### src/rtl/adc_i2s_receiver.sv
// I2S ADC receiver: synchronises codec BCLK/LRCK/DAT into Clk, deserialises MSB-first
// left/right words and presents each complete pair on a valid/ready handshake.
module adc_i2s_receiver #(
  parameter int SAMPLE_BITS = 16,
  parameter int SYNC_STAGES = 2
) (
  input  logic                   Clk,
  input  logic                   Reset,
  input  logic                   Enable,
  input  logic                   AUD_BCLK,
  input  logic                   AUD_ADCLRCK,
  input  logic                   AUD_ADCDAT,
  output logic [SAMPLE_BITS-1:0] LDATA_OUT,
  output logic [SAMPLE_BITS-1:0] RDATA_OUT,
  output logic                   sample_valid,
  input  logic                   sample_ready,
  output logic                   overrun,
  output logic                   frame_err
);

  localparam int CW = $clog2(SAMPLE_BITS + 1);

  typedef enum logic [1:0] {S_IDLE, S_SKIP, S_SHIFT, S_WAIT} state_t;

  logic [SYNC_STAGES-1:0] bclk_sync_q, lrck_sync_q, dat_sync_q;
  logic                   bclk_prev_q, lr_last_q;
  state_t                 state_q;
  logic                   chan_q;
  logic [CW-1:0]          bitcnt_q;
  logic [SAMPLE_BITS-1:0] shreg_q, left_hold_q, right_hold_q;
  logic                   left_ok_q, commit_q;
  logic [SAMPLE_BITS-1:0] ldata_q, rdata_q;
  logic                   valid_q, overrun_q, frame_err_q;

  logic                   bclk_s, lr_s, dat_s;
  logic                   bclk_rise, lr_edge;
  logic [SAMPLE_BITS-1:0] shreg_d;

  assign bclk_s    = bclk_sync_q[SYNC_STAGES-1];
  assign lr_s      = lrck_sync_q[SYNC_STAGES-1];
  assign dat_s     = dat_sync_q[SYNC_STAGES-1];
  assign bclk_rise = bclk_s & ~bclk_prev_q;
  // LRCK is only meaningful at BCLK sampling points, so its edge is qualified by a rise.
  assign lr_edge   = bclk_rise & (lr_s ^ lr_last_q);
  assign shreg_d   = {shreg_q[SAMPLE_BITS-2:0], dat_s};

  always_ff @(posedge Clk or posedge Reset) begin
    if (Reset) begin
      bclk_sync_q  <= '0;
      lrck_sync_q  <= '0;
      dat_sync_q   <= '0;
      bclk_prev_q  <= 1'b0;
      lr_last_q    <= 1'b0;
      state_q      <= S_IDLE;
      chan_q       <= 1'b0;
      bitcnt_q     <= '0;
      shreg_q      <= '0;
      left_hold_q  <= '0;
      right_hold_q <= '0;
      left_ok_q    <= 1'b0;
      commit_q     <= 1'b0;
      ldata_q      <= '0;
      rdata_q      <= '0;
      valid_q      <= 1'b0;
      overrun_q    <= 1'b0;
      frame_err_q  <= 1'b0;
    end else begin
      bclk_sync_q <= {bclk_sync_q[SYNC_STAGES-2:0], AUD_BCLK};
      lrck_sync_q <= {lrck_sync_q[SYNC_STAGES-2:0], AUD_ADCLRCK};
      dat_sync_q  <= {dat_sync_q[SYNC_STAGES-2:0], AUD_ADCDAT};
      bclk_prev_q <= bclk_s;
      if (bclk_rise) lr_last_q <= lr_s;

      frame_err_q <= 1'b0;
      commit_q    <= 1'b0;

      if (!Enable) begin
        state_q   <= S_IDLE;
        left_ok_q <= 1'b0;
        overrun_q <= 1'b0;
      end else begin
        case (state_q)
          // The rise that reveals the LRCK change carries the I2S delay bit; SKIP drops it.
          S_IDLE, S_WAIT: begin
            if (lr_edge) begin
              chan_q  <= lr_s;
              state_q <= S_SKIP;
            end
          end
          S_SKIP: begin
            bitcnt_q <= '0;
            state_q  <= S_SHIFT;
          end
          S_SHIFT: begin
            if (lr_edge) begin
              frame_err_q <= 1'b1;
              if (!chan_q) left_ok_q <= 1'b0;
              chan_q  <= lr_s;
              state_q <= S_SKIP;
            end else if (bclk_rise) begin
              shreg_q  <= shreg_d;
              bitcnt_q <= bitcnt_q + 1'b1;
              if (bitcnt_q == CW'(SAMPLE_BITS - 1)) begin
                state_q <= S_WAIT;
                if (!chan_q) begin
                  left_hold_q <= shreg_d;
                  left_ok_q   <= 1'b1;
                end else if (left_ok_q) begin
                  right_hold_q <= shreg_d;
                  commit_q     <= 1'b1;
                end
              end
            end
          end
          default: state_q <= S_IDLE;
        endcase
      end

      // A commit wins over a same-cycle accept; it only counts as overrun if the old pair was not taken.
      if (commit_q && Enable) begin
        ldata_q   <= left_hold_q;
        rdata_q   <= right_hold_q;
        valid_q   <= 1'b1;
        left_ok_q <= 1'b0;
        overrun_q <= overrun_q | (valid_q & ~sample_ready);
      end else if (valid_q && sample_ready) begin
        valid_q <= 1'b0;
      end
    end
  end

  assign LDATA_OUT    = ldata_q;
  assign RDATA_OUT    = rdata_q;
  assign sample_valid = valid_q;
  assign overrun      = overrun_q;
  assign frame_err    = frame_err_q;

endmodule

### config.mk
export PLATFORM = sky130hd
export DESIGN_NAME = adc_i2s_receiver
export DESIGN_NICKNAME = d
export VERILOG_FILES = /design/src/rtl/adc_i2s_receiver.sv
export SDC_FILE = /design/constraint.sdc
export NUM_CORES = 1
export LEC_CHECK = 0
export ABC_AREA = 1
export BUFFER_PORTS_ARGS = -buffer_cell sky130_fd_sc_hd__buf_2
export CORE_MARGIN = 1.5
export CORE_UTILIZATION = 45
export CTS_CLUSTER_SIZE = 12
export DETAILED_ROUTE_END_ITERATION = 10
export GPL_TIMING_DRIVEN = 0
export PLACE_DENSITY = 0.66
export SLEW_MARGIN = 10
export SYNTH_ARGS = -nofsm -noshare
export SYNTH_HDL_FRONTEND = slang
export SYNTH_SLANG_ARGS = --single-unit
### constraint.sdc
create_clock -name Clk -period 8.1 [get_ports Clk]
set_input_delay 0 -clock Clk [delete_from_list [all_inputs] [get_ports Clk]]
set_output_delay 0 -clock Clk [all_outputs]
set_load 0.02 [all_outputs]
==> metrics.cfg <==
[worst_setup_path]
crit_required_ns=8.36
cp.arrival_ns=2.40
regToRegStartpoint=bitcnt_q[0]$_DFFE_PP0P_
worstSetupStartpointType=flip-flop
crit_type=reg -> reg
end_kind=flip-flop
critPathMaxFanout=10
critical_path.startpoint=bitcnt_q[0]$_DFFE_PP0P_

[clock_network]
postCtsSetupBuffers=0
insertion_delay_ns=0.37
cts_tree=yes
cts_buffer_depth=2
cts_root_buffer=clkbuf_8
clk_pin_slew_ns=0.09
cts_buffers=9
numClockSinks=100
ctsHtreeMaxLevel=3

[pwr]
switching_share=0.273
ir_drop_mv=0.106
p_int_uw=651
seqPwrFrac=0.582
power_leakage_nw=2.63
combPwrFrac=0.093
p_per_area_nw_per_um2=194
clockPowerShare=0.325
netSwitchingPower_uw=244
fin_total_pwr_uw=894

[route]
drt_wl_total_um=7330
first_iter_violations=81
vias_per_cell=5.00
first_pass_iters=4
drcViolationCount=0
ant_nets=0
num_vias=2805
wl_per_cell_um=13.1

[floorplan]
die_x_um=97.5
core_area_um2=8680
io_pins=42
rows=34
die-height_um=97.5
dieArea_um2=9520
initial_core_util=0.464

[timing]
layout_min_cycle_time_ns=2.14
fin_setup_tns_ns=0
slew_headroom=0.569
slew_violations=0
grt_setup_unrepaired=false
finalHoldViolCount=0
worst_pin_slew_ns=0.647
setup_viol=0
fin_crit_sh=0.264
finClkSkew_ns=0.0105
fmax_ghz=0.467

[cells_and_area]
area_growth_pct=14.8
fill_cells=794
multi_input_area_um2=1380
regArea_um2=2500
antenna_cells=0
layout-drive-gt1-share=0.245
final_core_util=0.532
fin_nets=461

[yosys]
yosys.cell_types.count=19
ys_ff_latch=100
postSynth.asyncResetShare=1.00
syn_avg_cell_area_um2=10.3
synthesis.nets=403
ys_top_cells_by_area=dfrtp_1 (62%), nand2_1 (13%), mux2_2 (9.0%)
ys_seq_area_frac=0.622
ys_top_cells_by_count=nand2_1 (134), dfrtp_1 (100), nand3_1 (40)
synth.cell_area_um2=4020
yosysWarnings=0
synth_top_area_share=0.622
synth_edf_count=0
synth_top_area_cell=dfrtp_1
syn_inst=390
post-synth-top-count-cell=nand2_1
synth_flop_cell=dfrtp_1

[min_path]
hold_start=Enable
hp-class=in -> reg

[global_route]
grt_max_degree=52
antenna_found_initial=0
overflow=0
grt_pass1_vias=2800
grt.total_usage=0.168
grt_pass1_wl_um=13000

[place]
place_congestion=0.780
port_buffers=41
post-dp-hpwl_um=5160

[status]
outcome=completed

[run]
max-cap-violations=0

cell type report:
cell class	instances	area share
plain buffers	13	0.0146
repair buffers	47	0.0612
flip-flops and latches	100	0.542
clock buffers	10	0.0276
multi-input cells	257	0.298
clock inverters	6	0.0106
inverters	20	0.0168
well taps	108	0.0293
cells by family after synthesis:
kind of cell / synth area share
AOI/OAI and AO/OA: 0.0286
xor gates and xnor gates: 0.00218
buffers and inverters: 0.0355
DFF: 0.622
adders and majority gates: 0.0187
muxes: 0.0896
and+or+nand+nor: 0.203
state kept, by name, indices dropped and copies added (netlist names):
signal,flops
left_ok_q,1
frame_err,1
sample_valid,1
LDATA_OUT,16
right_hold_q,16
state_q,2
bclk_sync_q,2
commit_q,1
lrck_sync_q,2
dat_sync_q,2
left_hold_q,16
overrun,1
lr_last_q,1
bclk_prev_q,1
chan_q,1
RDATA_OUT,16
shreg_q,15
bitcnt_q,5
final timing paths:
| path | end | slack, ns | cells after the start |
|---|---|---|---|
| hold reg to reg | lrck_sync_q[1]$_DFF_PP0_ | 0.36 | 0 |
| min in group asynchronous | left_hold_q[7]$_DFFE_PP0P_ | 0.27 | 3 |
| setup / recovery | right_hold_q[2]$_DFFE_PP0P_ | 5.96 | 10 |
| setup reg to reg | right_hold_q[2]$_DFFE_PP0P_ | 5.96 | 10 |
| max in group asynchronous | chan_q$_DFFE_PP0P_ | 7.17 | 4 |
| hold / removal | state_q[0]$_DFFE_PP0P_ | 0.06 | 3 |
metrics by stage:
stage	cell area (um2)	hold slack [ns]	cells	setup slack, ns
after global routing	4620	0.0874	561	5.77
final	4620	0.0575	561	5.96
after detailed placement	4390	0.111	540	5.98
after floorplan	4020	0.0314	390	5.48
after CTS	4620	0.0376	561	5.95
after global placement	4360	0.110	539	4.43
power by group through the flow:
stage,Combinational [mW],Sequential (mW),Clock (mW)
3_3_place_gp,0.0759,0.530,0
2_1_floorplan,0.0607,0.528,0
4_1_cts,0.0834,0.521,0.300
3_5_place_dp,0.0811,0.530,0
6_report,0.0829,0.521,0.291
5_1_grt,0.0967,0.522,0.315
layout by cell type (no fill, tap or decap), drive strengths merged:
master and count:
a21oi 4, buf 53, clkbuf 12, clkinv 2
clkinvlp 2, dfrtp 100, dlygate4sd3 5, ha 6
inv 22, mux2 32, nand2 137, nand3 41
nor2 15, nor3 1, o21ai 19, or2 1
xor2 1
per-layer routing:
layer  part of all wire  GRT usage  vias to the layer above  wire length [um]
met5                  0          0                        -                 0
met4              0.023     0.0890                        0               172
met3              0.033     0.0245                       14               244
met2               0.45      0.255                       62              3290
met1               0.49      0.234                     1347              3630
li1                   -          -                     1382                 -
critical path: stages, from the launching register on:
cell	delay, ns
dfrtp_1	0.41
ha_1	0.16
inv_1	0.06
nor2_1	0.15
ha_1	0.22
nand2_1	0.11
nor3_4	0.37
nand2_2	0.19
buf_2	0.24
nand2_1	0.08
nand2_1	0.05
timing repair:
| item | in CTS | in global routing |
|---|---|---|
| endpoints found under the hold margin | 55 | 0 |
| resized for setup | 0 | 0 |
| hold buffers | 5 | 0 |
Power figures use the tool's default switching activity.
